==> src/rtl/rv32i_types.sv <==
// Shared RV32I types plus the fetch-stage additions: FSM state encoding,
// the canonical NOP and a 32-bit modulo PC increment helper.
package rv32i_types;

  typedef logic [31:0] rv32i_word;
  typedef logic [6:0]  rv32i_opcode;
  typedef logic [4:0]  rv32i_reg;

  typedef enum logic [1:0] {
    BOOT   = 2'd0,
    FETCH  = 2'd1,
    FULL   = 2'd2,
    SQUASH = 2'd3
  } fetch_state_t;

  // addi x0, x0, 0
  localparam rv32i_word NOP_INSTR = 32'h00000013;

  // Sequential PC; wraps naturally at 2^32.
  function automatic rv32i_word pc_next(input rv32i_word pc);
    return pc + 32'd4;
  endfunction

endpackage

==> src/rtl/fetch_buffer.sv <==
// IF/ID register plus one skid entry, behaving as a 2-entry in-order queue.
// The head is what ID sees; the skid catches a response that arrives while
// ID is stalled. A flush empties both and parks a NOP in the head.
module fetch_buffer
  import rv32i_types::*;
(
  input  logic      clk,
  input  logic      rst,
  input  logic      push,
  input  rv32i_word push_pc,
  input  rv32i_word push_ir,
  input  logic      pop,
  input  logic      flush,
  output logic      head_valid,
  output rv32i_word head_pc,
  output rv32i_word head_ir,
  output logic      full
);

  logic      skid_valid;
  rv32i_word skid_pc;
  rv32i_word skid_ir;

  assign full = skid_valid;

  // Queue update: flush beats everything, otherwise the head advances from
  // the skid first (program order) and a new push lands behind it.
  always_ff @(posedge clk or posedge rst) begin
    if (rst) begin
      head_valid <= 1'b0;
      head_pc    <= 32'h00000000;
      head_ir    <= NOP_INSTR;
      skid_valid <= 1'b0;
      skid_pc    <= 32'h00000000;
      skid_ir    <= NOP_INSTR;
    end else if (flush) begin
      head_valid <= 1'b0;
      head_ir    <= NOP_INSTR;
      skid_valid <= 1'b0;
      skid_ir    <= NOP_INSTR;
    end else if (!head_valid || pop) begin
      if (skid_valid) begin
        head_valid <= 1'b1;
        head_pc    <= skid_pc;
        head_ir    <= skid_ir;
        skid_valid <= push;
        if (push) begin
          skid_pc <= push_pc;
          skid_ir <= push_ir;
        end
      end else if (push) begin
        head_valid <= 1'b1;
        head_pc    <= push_pc;
        head_ir    <= push_ir;
      end else begin
        head_valid <= 1'b0;
      end
    end else if (push) begin
      skid_valid <= 1'b1;
      skid_pc    <= push_pc;
      skid_ir    <= push_ir;
    end
  end

endmodule

==> src/rtl/fetch_unit.sv <==
// RV32I instruction-fetch stage: owns the PC, runs the cache read/resp
// handshake, absorbs ID stalls through fetch_buffer and handles EX
// redirects, including squashing a request that is already in flight.
module fetch_unit
  import rv32i_types::*;
#(
  parameter rv32i_word RESET_PC = 32'h00000060
) (
  input  logic        clk,
  input  logic        rst,
  output logic        i_read,
  output rv32i_word   i_addr,
  input  logic        i_resp,
  input  rv32i_word   i_rdata,
  input  logic        stall_id,
  input  logic        redirect,
  input  rv32i_word   redirect_pc,
  output logic        id_valid,
  output rv32i_word   id_pc,
  output rv32i_word   id_ir,
  output rv32i_opcode id_opcode,
  output logic [2:0]  id_funct3,
  output logic [6:0]  id_funct7,
  output rv32i_reg    id_rs1,
  output rv32i_reg    id_rs2,
  output rv32i_reg    id_rd
);

  fetch_state_t state;
  rv32i_word    pc;
  rv32i_word    pend_pc;
  logic         fb_full;
  logic         accept;

  // Only a response to a live (non-squashed, non-redirected) request is kept.
  assign accept = (state == FETCH) && i_resp && !redirect;

  // pc only moves when no request is outstanding, so it doubles as i_addr.
  assign i_addr = pc;

  fetch_buffer u_buf (
    .clk        (clk),
    .rst        (rst),
    .push       (accept),
    .push_pc    (pc),
    .push_ir    (i_rdata),
    .pop        (!stall_id),
    .flush      (redirect),
    .head_valid (id_valid),
    .head_pc    (id_pc),
    .head_ir    (id_ir),
    .full       (fb_full)
  );

  // Fetch FSM with registered i_read; redirect takes priority over stalls.
  always_ff @(posedge clk or posedge rst) begin
    if (rst) begin
      state   <= BOOT;
      pc      <= RESET_PC;
      pend_pc <= RESET_PC;
      i_read  <= 1'b0;
    end else if (redirect) begin
      case (state)
        FETCH: begin
          if (i_resp) begin
            pc <= redirect_pc;
          end else begin
            pend_pc <= redirect_pc;
            state   <= SQUASH;
          end
          i_read <= 1'b1;
        end
        SQUASH: begin
          if (i_resp) begin
            pc    <= redirect_pc;
            state <= FETCH;
          end else begin
            pend_pc <= redirect_pc;
          end
          i_read <= 1'b1;
        end
        BOOT, FULL: begin
          pc     <= redirect_pc;
          state  <= FETCH;
          i_read <= 1'b1;
        end
        default: begin
          state  <= BOOT;
          i_read <= 1'b0;
        end
      endcase
    end else begin
      case (state)
        BOOT: begin
          state  <= FETCH;
          i_read <= 1'b1;
        end
        FETCH: begin
          if (i_resp) begin
            pc <= pc_next(pc);
            // Response parks in the skid and ID is still stalled: stop fetching.
            if (stall_id && (id_valid || fb_full)) begin
              state  <= FULL;
              i_read <= 1'b0;
            end
          end
        end
        FULL: begin
          if (!stall_id) begin
            state  <= FETCH;
            i_read <= 1'b1;
          end
        end
        SQUASH: begin
          if (i_resp) begin
            pc    <= pend_pc;
            state <= FETCH;
          end
        end
        default: begin
          state  <= BOOT;
          i_read <= 1'b0;
        end
      endcase
    end
  end

  assign id_opcode = id_ir[6:0];
  assign id_funct3 = id_ir[14:12];
  assign id_funct7 = id_ir[31:25];
  assign id_rs1    = id_ir[19:15];
  assign id_rs2    = id_ir[24:20];
  assign id_rd     = id_ir[11:7];

endmodule

==> config.mk <==
export PLATFORM = sky130hd
export DESIGN_NAME = fetch_unit
export DESIGN_NICKNAME = d
export VERILOG_FILES = /design/src/rtl/rv32i_types.sv /design/src/rtl/fetch_buffer.sv /design/src/rtl/fetch_unit.sv
export SDC_FILE = /design/constraint.sdc
export NUM_CORES = 1
export LEC_CHECK = 0
export CORE_UTILIZATION = 35
export CTS_CLUSTER_DIAMETER = 80
export DETAILED_ROUTE_END_ITERATION = 10
export PLACE_DENSITY = 0.69
export SLEW_MARGIN = 15
export SYNTH_ARGS = -nofsm -noshare
export SYNTH_HDL_FRONTEND = slang
export SYNTH_SLANG_ARGS = --single-unit
==> constraint.sdc <==
create_clock -name clk -period 6.8 [get_ports clk]
set_input_delay 1.36 -clock clk [delete_from_list [all_inputs] [get_ports clk]]
set_output_delay 1.36 -clock clk [all_outputs]
set_load 0.02 [all_outputs]
==> flow_summary_export.csv, run 1 <==
group,metric,value,unit
outcome,outcome,"finished, final reports clean",
clock_network,clk_path_buf_depth,2,
synth,synth_top_family_by_area,"multiplexers",
synth,ys_ff_latch,197,
finish,utilization,45.8,%
setup_path,critPathKind,"primary input to flip-flop",
floorplan,die_x,167,um
grt,grt_pass1_vias,7238,
clock_network,insertion_delay,440,ps
synth,synth.top_cell.area_share,49.3,%
sta,fmax,269,MHz
sta,max-slew-margin-rel,20.9,%
floorplan,die_height,167,um
sta,fin_skew,14.3,ps
power_and_ir_drop,ir_worst_vdd,0.186,mV
synth,synthAdderAreaFrac,0.132,%
clock_network,hold_buffers,0,
place,hpwl,16900,um
detailed_routing,drt-initial-drc-count,710,
grt,grt-ovfl-total,0,
detailed_routing,detail_route.wl_per_cell,17.9,um
grt,grt_pass1_wl,40800,um
synth,synth.area.top_cells,"dfrtp_1 49%, mux2_2 7.7%, mux2i_1 6.9%",
synth,synthMuxAreaShare,14.6,%
sta,worst_slew_pin_slew,1190,ps
detailed_routing,drc,0,
finish,drive_gt1_share,12.0,%
clock_network,clockRootBuffer,"clkbuf_16",
job,drv_cap,0,
detailed_routing,vias,7494,
setup_path,critPathSlowestCell,"nand2_2",
grt,grt_max_degree,103,
floorplan,core,0.0264,mm^2
place,io_buffers,198,
synth,yosys.cell_count.top_type,"dfrtp_1",
synth,ys.flop_type,"dfrtp_1",
hold_path,hold_class,"flip-flop to flip-flop",
clock_network,cts_buffers,17,
sta,setup_violations,0,
synth,synth_simple_gate_area_share,13.3,%
setup_path,cpPeakStageDelay,720,ps
synth,syn-num-nets,1010,
setup_path,crit_chain,"clkdlybuf4s50_1, nand3b_1, a21oi_4, buf_4, nand2_2, nand2_1, o21ai_0",
synth,ys_types,49,
setup_path,critPathMaxFanout,65,
floorplan,num_io_pins,199,
detailed_routing,finalWirelength,25300,um
finish,insertedDiodeCount,0,
synth,synthCells,940,
finish,nets,1137,
setup_path,cp.required,7070,ps
floorplan,rows,59,
sta,slew_violations,0,
sta,hold_ws,480,ps
clock_network,cts_resized,0,
sta,finalCriticalPeriod,3720,ps
sta,final-hold-violation-count,0,
synth,synth_commonest_cells,"187 x dfrtp_1, 148 x nand2_1, 74 x o21ai_0, 65 x mux2_2, 65 x mux2i_1",
grt,antenna_found_initial,0,
floorplan,dieArea,0.0278,mm^2
synth,async_reset_ff_share,100,%
synth,yosys_warnings,0,
synth,synth_edf_count,0,
place,place_congestion,0.861,
clock_network,post_cts_buffers,0,
sta,finalCritPeriodShare,54.7,%
synth,synth_top_area_cell,"dfrtp_1",
power_and_ir_drop,power.leakage,4.80,nW
sta,grt_setup_unrepaired,"no",
grt,track_usage,18.6,%
clock_network,cts_tree,"done",
setup_path,worstSetupEndpointType,"flip-flop",
clock_network,htree_levels,4,
clock_network,clk_pin_slew,70,ps
detailed_routing,vias_per_cell,5.30,
clock_network,cts_sinks,197,
synth,synth_area,0.00949,mm^2
power_and_ir_drop,p_per_area,280,mW/mm^2
setup_path,worstPathArrival,4000,ps
floorplan,initial_core_util,36.0,%
synth,seq_area_frac_synth,52.1,%
sta,setup_tns,0,ps
detailed_routing,first_pass_iters,5,
synth,synth_xor_area_share,1.38,%
detailed_routing,ant_nets,0,
synth,synth_compound_area_share,12.8,%
finish,synthToLayoutAreaGrowth,27.2,%
setup_path,startpoint_type,"primary input",
synth,synth.avg_cell_area,10.1,um^2
[registers in the layout, indices dropped and copies added (netlist names), 2 cells and up]
name	flops
state	2
u_buf.head_ir	32
u_buf.skid_pc	32
u_buf.head_pc	32
u_buf.skid_ir	32
i_addr	32
pend_pc	32
[critical path, delay by kind of cell]
family	cells	cell delay (ps)
buffers and inverters	2	1120
AOI/OAI and AO/OA	2	300
and+or+nand+nor	3	1180
[per-layer routing]
| metal | track usage, % | vias up | part of all wire [%] |
|---|---|---|---|
| met5 | 0 | - | 0 |
| met4 | 6.04 | 0 | 1.6 |
| met3 | 2.99 | 38 | 5.5 |
| met2 | 29.7 | 286 | 47 |
| met1 | 25.8 | 3630 | 46 |
| li1 | - | 3540 | - |
[per-stage QoR]
step	worst slack (ps)	instance area [um^2]	power (mW)	instances
4_1_cts	3070	12100	3.42	1415
3_5_place_dp	2590	11500	2.42	1383
5_1_grt	2750	12100	3.56	1415
3_3_place_gp	2710	11500	2.40	1383
2_1_floorplan	87.6	9490	2.02	940
6_report	3080	12100	3.38	1415
[area by class of cell]
cell class / instances / area [um^2]
clock buffers: 18 / 429
clock inverters: 14 / 138
fillers: 2478 / 14300
inverters: 8 / 37.5
multi-input cells: 633 / 4030
flip-flops and latches: 197 / 4950
well taps: 335 / 419
repair buffers: 210 / 2070
[power breakdown]
group          total [mW]  internal [mW]  leakage, nW  switching, mW
sequential           1.56           1.37         2.48          0.185
clock               0.993          0.489        0.278          0.504
combinational       0.833          0.410         2.05          0.423
[final timing paths]
path,start,end,slack [ps],cells after the start
max reg2reg,state[0],u_buf.head_pc[19],4010,6
max in group asynchronous,rst,u_buf.skid_pc[15],4050,3
max,i_resp,u_buf.head_pc[19],3080,7
min in group asynchronous,rst,u_buf.head_ir[22],1440,2
min,u_buf.head_pc[14],u_buf.head_pc[14],480,2
min reg2reg,u_buf.head_pc[14],u_buf.head_pc[14],480,2
[logic make-up after synthesis]
group | after synthesis
AO/OA/AOI/OAI | 204
XOR/XNOR | 15
AND/OR/NAND/NOR | 283
adder cells (fa/ha/maj) | 1
flip-flops | 197
buffers and inverters | 110
multiplexers | 130
[placed cells by master (no fill, tap or decap), types with 7 or more instances in the layout]
| cell type | synthesis | final |
|---|---|---|
| nor2_1 | 58 | 56 |
| mux2_2 | 65 | 65 |
| inv_1 | 8 | 7 |
| clkdlybuf4s50_1 | 0 | 197 |
| clkbuf_16 | 0 | 17 |
| o21ai_0 | 74 | 73 |
| nand3_1 | 19 | 19 |
| o211ai_1 | 10 | 10 |
| nand2_1 | 148 | 147 |
| buf_4 | 34 | 13 |
| nand4_1 | 11 | 11 |
| dfrtp_1 | 187 | 186 |
| a21oi_1 | 62 | 61 |
| a211oi_1 | 33 | 33 |
| xor2_1 | 8 | 8 |
| xnor2_1 | 7 | 7 |
| dfstp_2 | 10 | 10 |
| and3_1 | 17 | 17 |
| mux2i_1 | 65 | 65 |
Note: power is estimated with default switching activity, not from simulation.
==> inputs of run 2 (changes only) <==
==> constraint.sdc (replaced) <==
create_clock -name clk -period 3.3 [get_ports clk]
set_input_delay 0.66 -clock clk [delete_from_list [all_inputs] [get_ports clk]]
set_output_delay 0.66 -clock clk [all_outputs]
set_load 0.02 [all_outputs]
==> run 2 against run 1 <==
Net effect:
- critical path depth shrank 2
- register-to-register slack got worse by 3100 ps
- sequential power up 110%
- sequential cell count did not move
- routed wire length decreased by 2.4%
- non-clock buffer count is 11 higher
- worst setup slack lost 2200 ps
- via count is 0.12% lower
- die area is the same
==> flow_summary_export.csv, run 2 (synthesized netlist as in run 1, its figures left out) <==
group,metric,value,unit
outcome,outcome,"finished, final reports clean",
finish,nFillCells,2463,
finish,insertedDiodeCount,0,
detailed_routing,ant_nets,0,
finish,seq_area,0.00495,mm^2
place,place_inst,1394,
sta,max-slew-margin-rel,31.4,%
clock_network,clockRootBuffer,"clkbuf_16",
setup_path,critPathSlowestCell,"dfrtp_1",
finish,fin_area,0.0122,mm^2
sta,fmax,416,MHz
grt,grt_max_degree,116,
sta,slew_violations,0,
clock_network,cts_tree,"done",
clock_network,cts_buffers,17,
power_and_ir_drop,p_per_area,579,mW/mm^2
setup_path,worstSetupEndpointType,"flip-flop",
setup_path,crit_end,"i_addr[27]",
sta,setup_tns,0,ps
setup_path,cpPeakStageDelay,580,ps
floorplan,core,0.0264,mm^2
place,hpwl,17100,um
grt,grt_pass1_vias,7160,
sta,finalCriticalPeriod,2400,ps
place,place_congestion,0.834,
clock_network,cts_resized,0,
clock_network,insertion_delay,430,ps
finish,utilization,46.4,%
finish,synthToLayoutAreaGrowth,28.9,%
setup_path,rr_startpoint,"i_addr[12]",
detailed_routing,drt-initial-drc-count,664,
finish,multi_input_area,0.00403,mm^2
finish,final_common_cell,"clkdlybuf4s50_1",
power_and_ir_drop,ir_worst_vdd,0.275,mV
setup_path,critPathKind,"flip-flop to flip-flop",
sta,grt_setup_unrepaired,"no",
setup_path,r2r_end,"i_addr[27]",
place,dp_slack,677,ps
detailed_routing,finalWirelength,24700,um
detailed_routing,drc,0,
setup_path,worstPathArrival,2760,ps
floorplan,initial_core_util,36.0,%
floorplan,num_io_pins,199,
grt,antenna_found_initial,0,
setup_path,r2r.worst_path.cells,5,
place,io_buffers,198,
power_and_ir_drop,power.leakage,4.88,nW
clock_network,clk_path_buf_depth,2,
sta,fin_skew,18.3,ps
floorplan,dieArea,0.0278,mm^2
clock_network,clk_pin_slew,70,ps
clock_network,cts_sinks,197,
finish,fin_cells,1426,
grt,track_usage,18.2,%
clock_network,post_cts_buffers,0,
finish,final_cell_mix,"197 x clkdlybuf4s50_1, 186 x dfrtp_1, 147 x nand2_1",
sta,worst_slack,899,ps
finish,nets,1148,
sta,final-hold-violation-count,0,
floorplan,die_x,167,um
sta,finalCritPeriodShare,72.8,%
floorplan,rows,59,
grt,grt-ovfl-total,0,
hold_path,hold_class,"flip-flop to flip-flop",
job,drv_cap,0,
sta,setup_violations,0,
finish,drive_gt1_share,12.9,%
clock_network,hold_buffers,0,
detailed_routing,vias,7485,
grt,grt_pass1_wl,40000,um
detailed_routing,detail_route.wl_per_cell,17.3,um
place,dpl_cell_area,0.0116,mm^2
detailed_routing,first_pass_iters,5,
setup_path,rrSetupSlack,900,ps
sta,worst_slew_pin_slew,1030,ps
floorplan,die_height,167,um
setup_path,crit_chain,"nand4_1, or3_1, or3_4, or4_1, nand3_1",
detailed_routing,vias_per_cell,5.25,
setup_path,startpoint_type,"flip-flop",
setup_path,critPathMaxFanout,8,
setup_path,cp-startpoint,"i_addr[12]",
setup_path,cp.required,3660,ps
clock_network,htree_levels,4,
==> run 2: where the power goes <==
part	leakage [nW]	switching (mW)	total (mW)	internal (mW)
Clock	0.287	0.979	2.14	1.16
Combinational	2.11	0.883	1.74	0.862
Sequential	2.48	0.372	3.20	2.83
==> run 2: worst min-delay path by stage <==
stage | slack, ps | to | depth (start not counted) | from
global route | 500 | u_buf.head_pc[29] | 2 | u_buf.head_pc[29]
floorplan | 460 | u_buf.skid_ir[0] | 2 | u_buf.skid_ir[0]
detailed placement | 470 | u_buf.head_pc[11] | 2 | u_buf.head_pc[11]
CTS | 490 | u_buf.head_pc[11] | 2 | u_buf.head_pc[11]
global placement | 460 | u_buf.head_pc[19] | 2 | u_buf.head_pc[19]
finish | 480 | u_buf.head_pc[17] | 2 | u_buf.head_pc[17]
==> run 2: through the flow <==
stage	power (mW)	hold slack, ps
detailed placement	5.01	470
CTS	7.17	487
finish	7.09	480
floorplan	4.17	464
global placement	4.96	465
global route	7.46	501
==> run 2: area by class of cell <==
cell class	count	share of cell area, %
sequential	197	40.4
multi-input combinational	633	32.9
timing repair buffer	221	18.0
clock buffer	19	3.62
tap	335	3.42
clock inverter	13	1.35
inverter	8	0.276
==> run 2: worst max-delay path: cells and delay by family, from the launching register on <==
family,cells,cell delay [ps]
flip-flops,1,580
AND/OR/NAND/NOR,5,1750
==> run 2: per-layer routing <==
metal | global-route usage, % | up-vias | wire length [um]
met5 | 0 | - | 0
met4 | 5.84 | 0 | 531
met3 | 3.73 | 38 | 1500
met2 | 28.5 | 283 | 11200
met1 | 25.2 | 3606 | 11500
li1 | - | 3558 | -
==> inputs of run 3 (changes only) <==
==> constraint.sdc (replaced) <==
create_clock -name clk -period 2 [get_ports clk]
set_input_delay 0.4 -clock clk [delete_from_list [all_inputs] [get_ports clk]]
set_output_delay 0.4 -clock clk [all_outputs]
set_load 0.02 [all_outputs]
==> run 3 against run 2 <==
Net effect:
- hold slack worse by 140 ps
- sequential share of layout area down 1.7 points
- register-to-register slack worse by 880 ps
- combinational power up 85%
- critical path depth unchanged
- worst setup slack worse by 880 ps
- clock-buffer cell count up 1
- design area up 4.4%
- global-route usage up 0.82 points
- critical path type unchanged
==> flow_summary_export.csv, run 3 (synthesized netlist as in run 1, its figures left out) <==
group,metric,value,unit
finish,final_common_cell,"dfrtp_1",
power_and_ir_drop,finalPower,11.7,mW
sta,hold_ws,339,ps
finish,nets,1203,
clock_network,cts_buffers,17,
setup_path,rr_startpoint,"i_addr[5]",
sta,fin_skew,13.9,ps
detailed_routing,vias_per_cell,5.26,
sta,fmax,505,MHz
detailed_routing,finalWirelength,25900,um
place,place_congestion,0.917,
sta,slew_violations,0,
grt,grt_max_degree,101,
sta,worst_slew_pin_slew,640,ps
floorplan,dieArea,0.0278,mm^2
clock_network,hold_buffers,0,
setup_path,worstSetupEndpointType,"flip-flop",
floorplan,core,0.0264,mm^2
clock_network,insertion_delay,430,ps
detailed_routing,ant_nets,0,
floorplan,num_io_pins,199,
setup_path,r2r_end,"i_addr[27]",
grt,track_usage,19.0,%
finish,insertedDiodeCount,0,
sta,setup_tns,0,ps
setup_path,cp.required,2360,ps
finish,utilization,48.5,%
finish,drive_gt1_share,18.2,%
finish,fin_area,0.0128,mm^2
power_and_ir_drop,p_per_area,912,mW/mm^2
grt,grt_pass1_vias,7490,
detailed_routing,first_pass_iters,5,
finish,synthToLayoutAreaGrowth,34.7,%
setup_path,r2r.worst_path.cells,5,
hold_path,whs_path_depth,3,
sta,grt_setup_unrepaired,"yes",
sta,finalCriticalPeriod,1980,ps
detailed_routing,drc,0,
floorplan,die_x,167,um
place,io_buffers,198,
sta,finalCritPeriodShare,98.9,%
job,drv_cap,0,
sta,final-hold-violation-count,0,
hold_path,hold_class,"primary input to flip-flop",
hold_path,holdPathEnd,"state[1]",
setup_path,critPathMaxFanout,3,
grt,grt_pass1_wl,41700,um
clock_network,clk_pin_slew,80,ps
sta,setup_violations,0,
setup_path,startpoint_type,"flip-flop",
hold_path,min_from,"redirect",
power_and_ir_drop,ir_worst_vdd,0.413,mV
place,hpwl,18700,um
setup_path,critPathKind,"flip-flop to flip-flop",
sta,max-slew-margin-rel,57.3,%
outcome,outcome,"finished, final reports clean",
floorplan,die_height,167,um
setup_path,worstPathArrival,2340,ps
detailed_routing,detail_route.wl_per_cell,17.5,um
finish,final_cell_mix,"181 x dfrtp_1, 170 x clkdlybuf4s50_1, 147 x nand2_1",
setup_path,rrSetupSlack,20,ps
detailed_routing,drt-initial-drc-count,621,
clock_network,cts_tree,"done",
grt,antenna_found_initial,1,
place,dpl_cell_area,0.0122,mm^2
grt,grt-ovfl-total,0,
clock_network,htree_levels,4,
clock_network,clockRootBuffer,"clkbuf_16",
detailed_routing,vias,7789,
clock_network,cts_sinks,197,
clock_network,clk_path_buf_depth,2,
power_and_ir_drop,power.leakage,5.30,nW
floorplan,rows,59,
finish,nFillCells,2445,
floorplan,initial_core_util,36.0,%
-- run 3: cell count changes in the layout (fill, tap and decap cells not counted), moves of 9 or more --
cell | previous run | this run
buf_12 | 4 | 13
clkdlybuf4s50_1 | 197 | 170
dlymetal6s2s_1 | 0 | 10
buf_4 | 20 | 66
dlygate4sd2_1 | 0 | 17
-- run 3: repair_timing --
item,4_1_cts,5_1_grt
setup buffers,0,1
gates resized for setup,22,15
endpoints found under the setup margin,19,13
pin swaps,0,1
-- run 3: per-layer routing --
metal  vias up  GRT usage (%)  share of wire, %
li1       3661              -                 -
met1      3772           26.1                45
met2       312           29.9                47
met3        44           4.13               6.2
met4         0           6.04               2.1
met5         -              0                 0
-- run 3: cell type report --
class	count	area [um^2]	share of cell area (%)
Sequential cell	197	4950	38.7
Multi-Input combinational cell	633	4080	31.9
Timing Repair Buffer	276	2730	21.4
Clock buffer	20	457	3.57
Tap cell	335	419	3.28
Clock inverter	12	113	0.881
Inverter	8	33.8	0.264
-- run 3: worst max-delay path by stage --
stage	startpoint	endpoint	slack, ps	depth (start not counted)
final	i_addr[5]	i_addr[27]	20	5
after floorplan	rst	i_addr[0]	-940	1
after global placement	i_resp	u_buf.skid_pc[8]	-200	7
after CTS	i_addr[16]	i_addr[16]	2	2
after detailed placement	i_resp	u_buf.head_ir[26]	-280	7
after global routing	i_addr[5]	i_addr[29]	-40	6
-- run 3: power by group --
part	switching [mW]	internal [mW]
Sequential	0.460	4.67
Clock	1.60	1.71
Combinational	1.67	1.55
-- run 3: critical path, cell delays in order (launching register included) --
cell     delay [ps]
dfstp_2         560
nand4_4         110
or3_4           350
or3_4           400
or4_4           420
nand3_2          70
-- run 3: stage by stage --
| stage | cells | setup slack (ps) |
|---|---|---|
| after floorplan | 940 | -938 |
| after global placement | 1448 | -195 |
| after detailed placement | 1448 | -277 |
| after CTS | 1480 | 1.79 |
| after global routing | 1481 | -35.4 |
| final | 1481 | 21.5 |
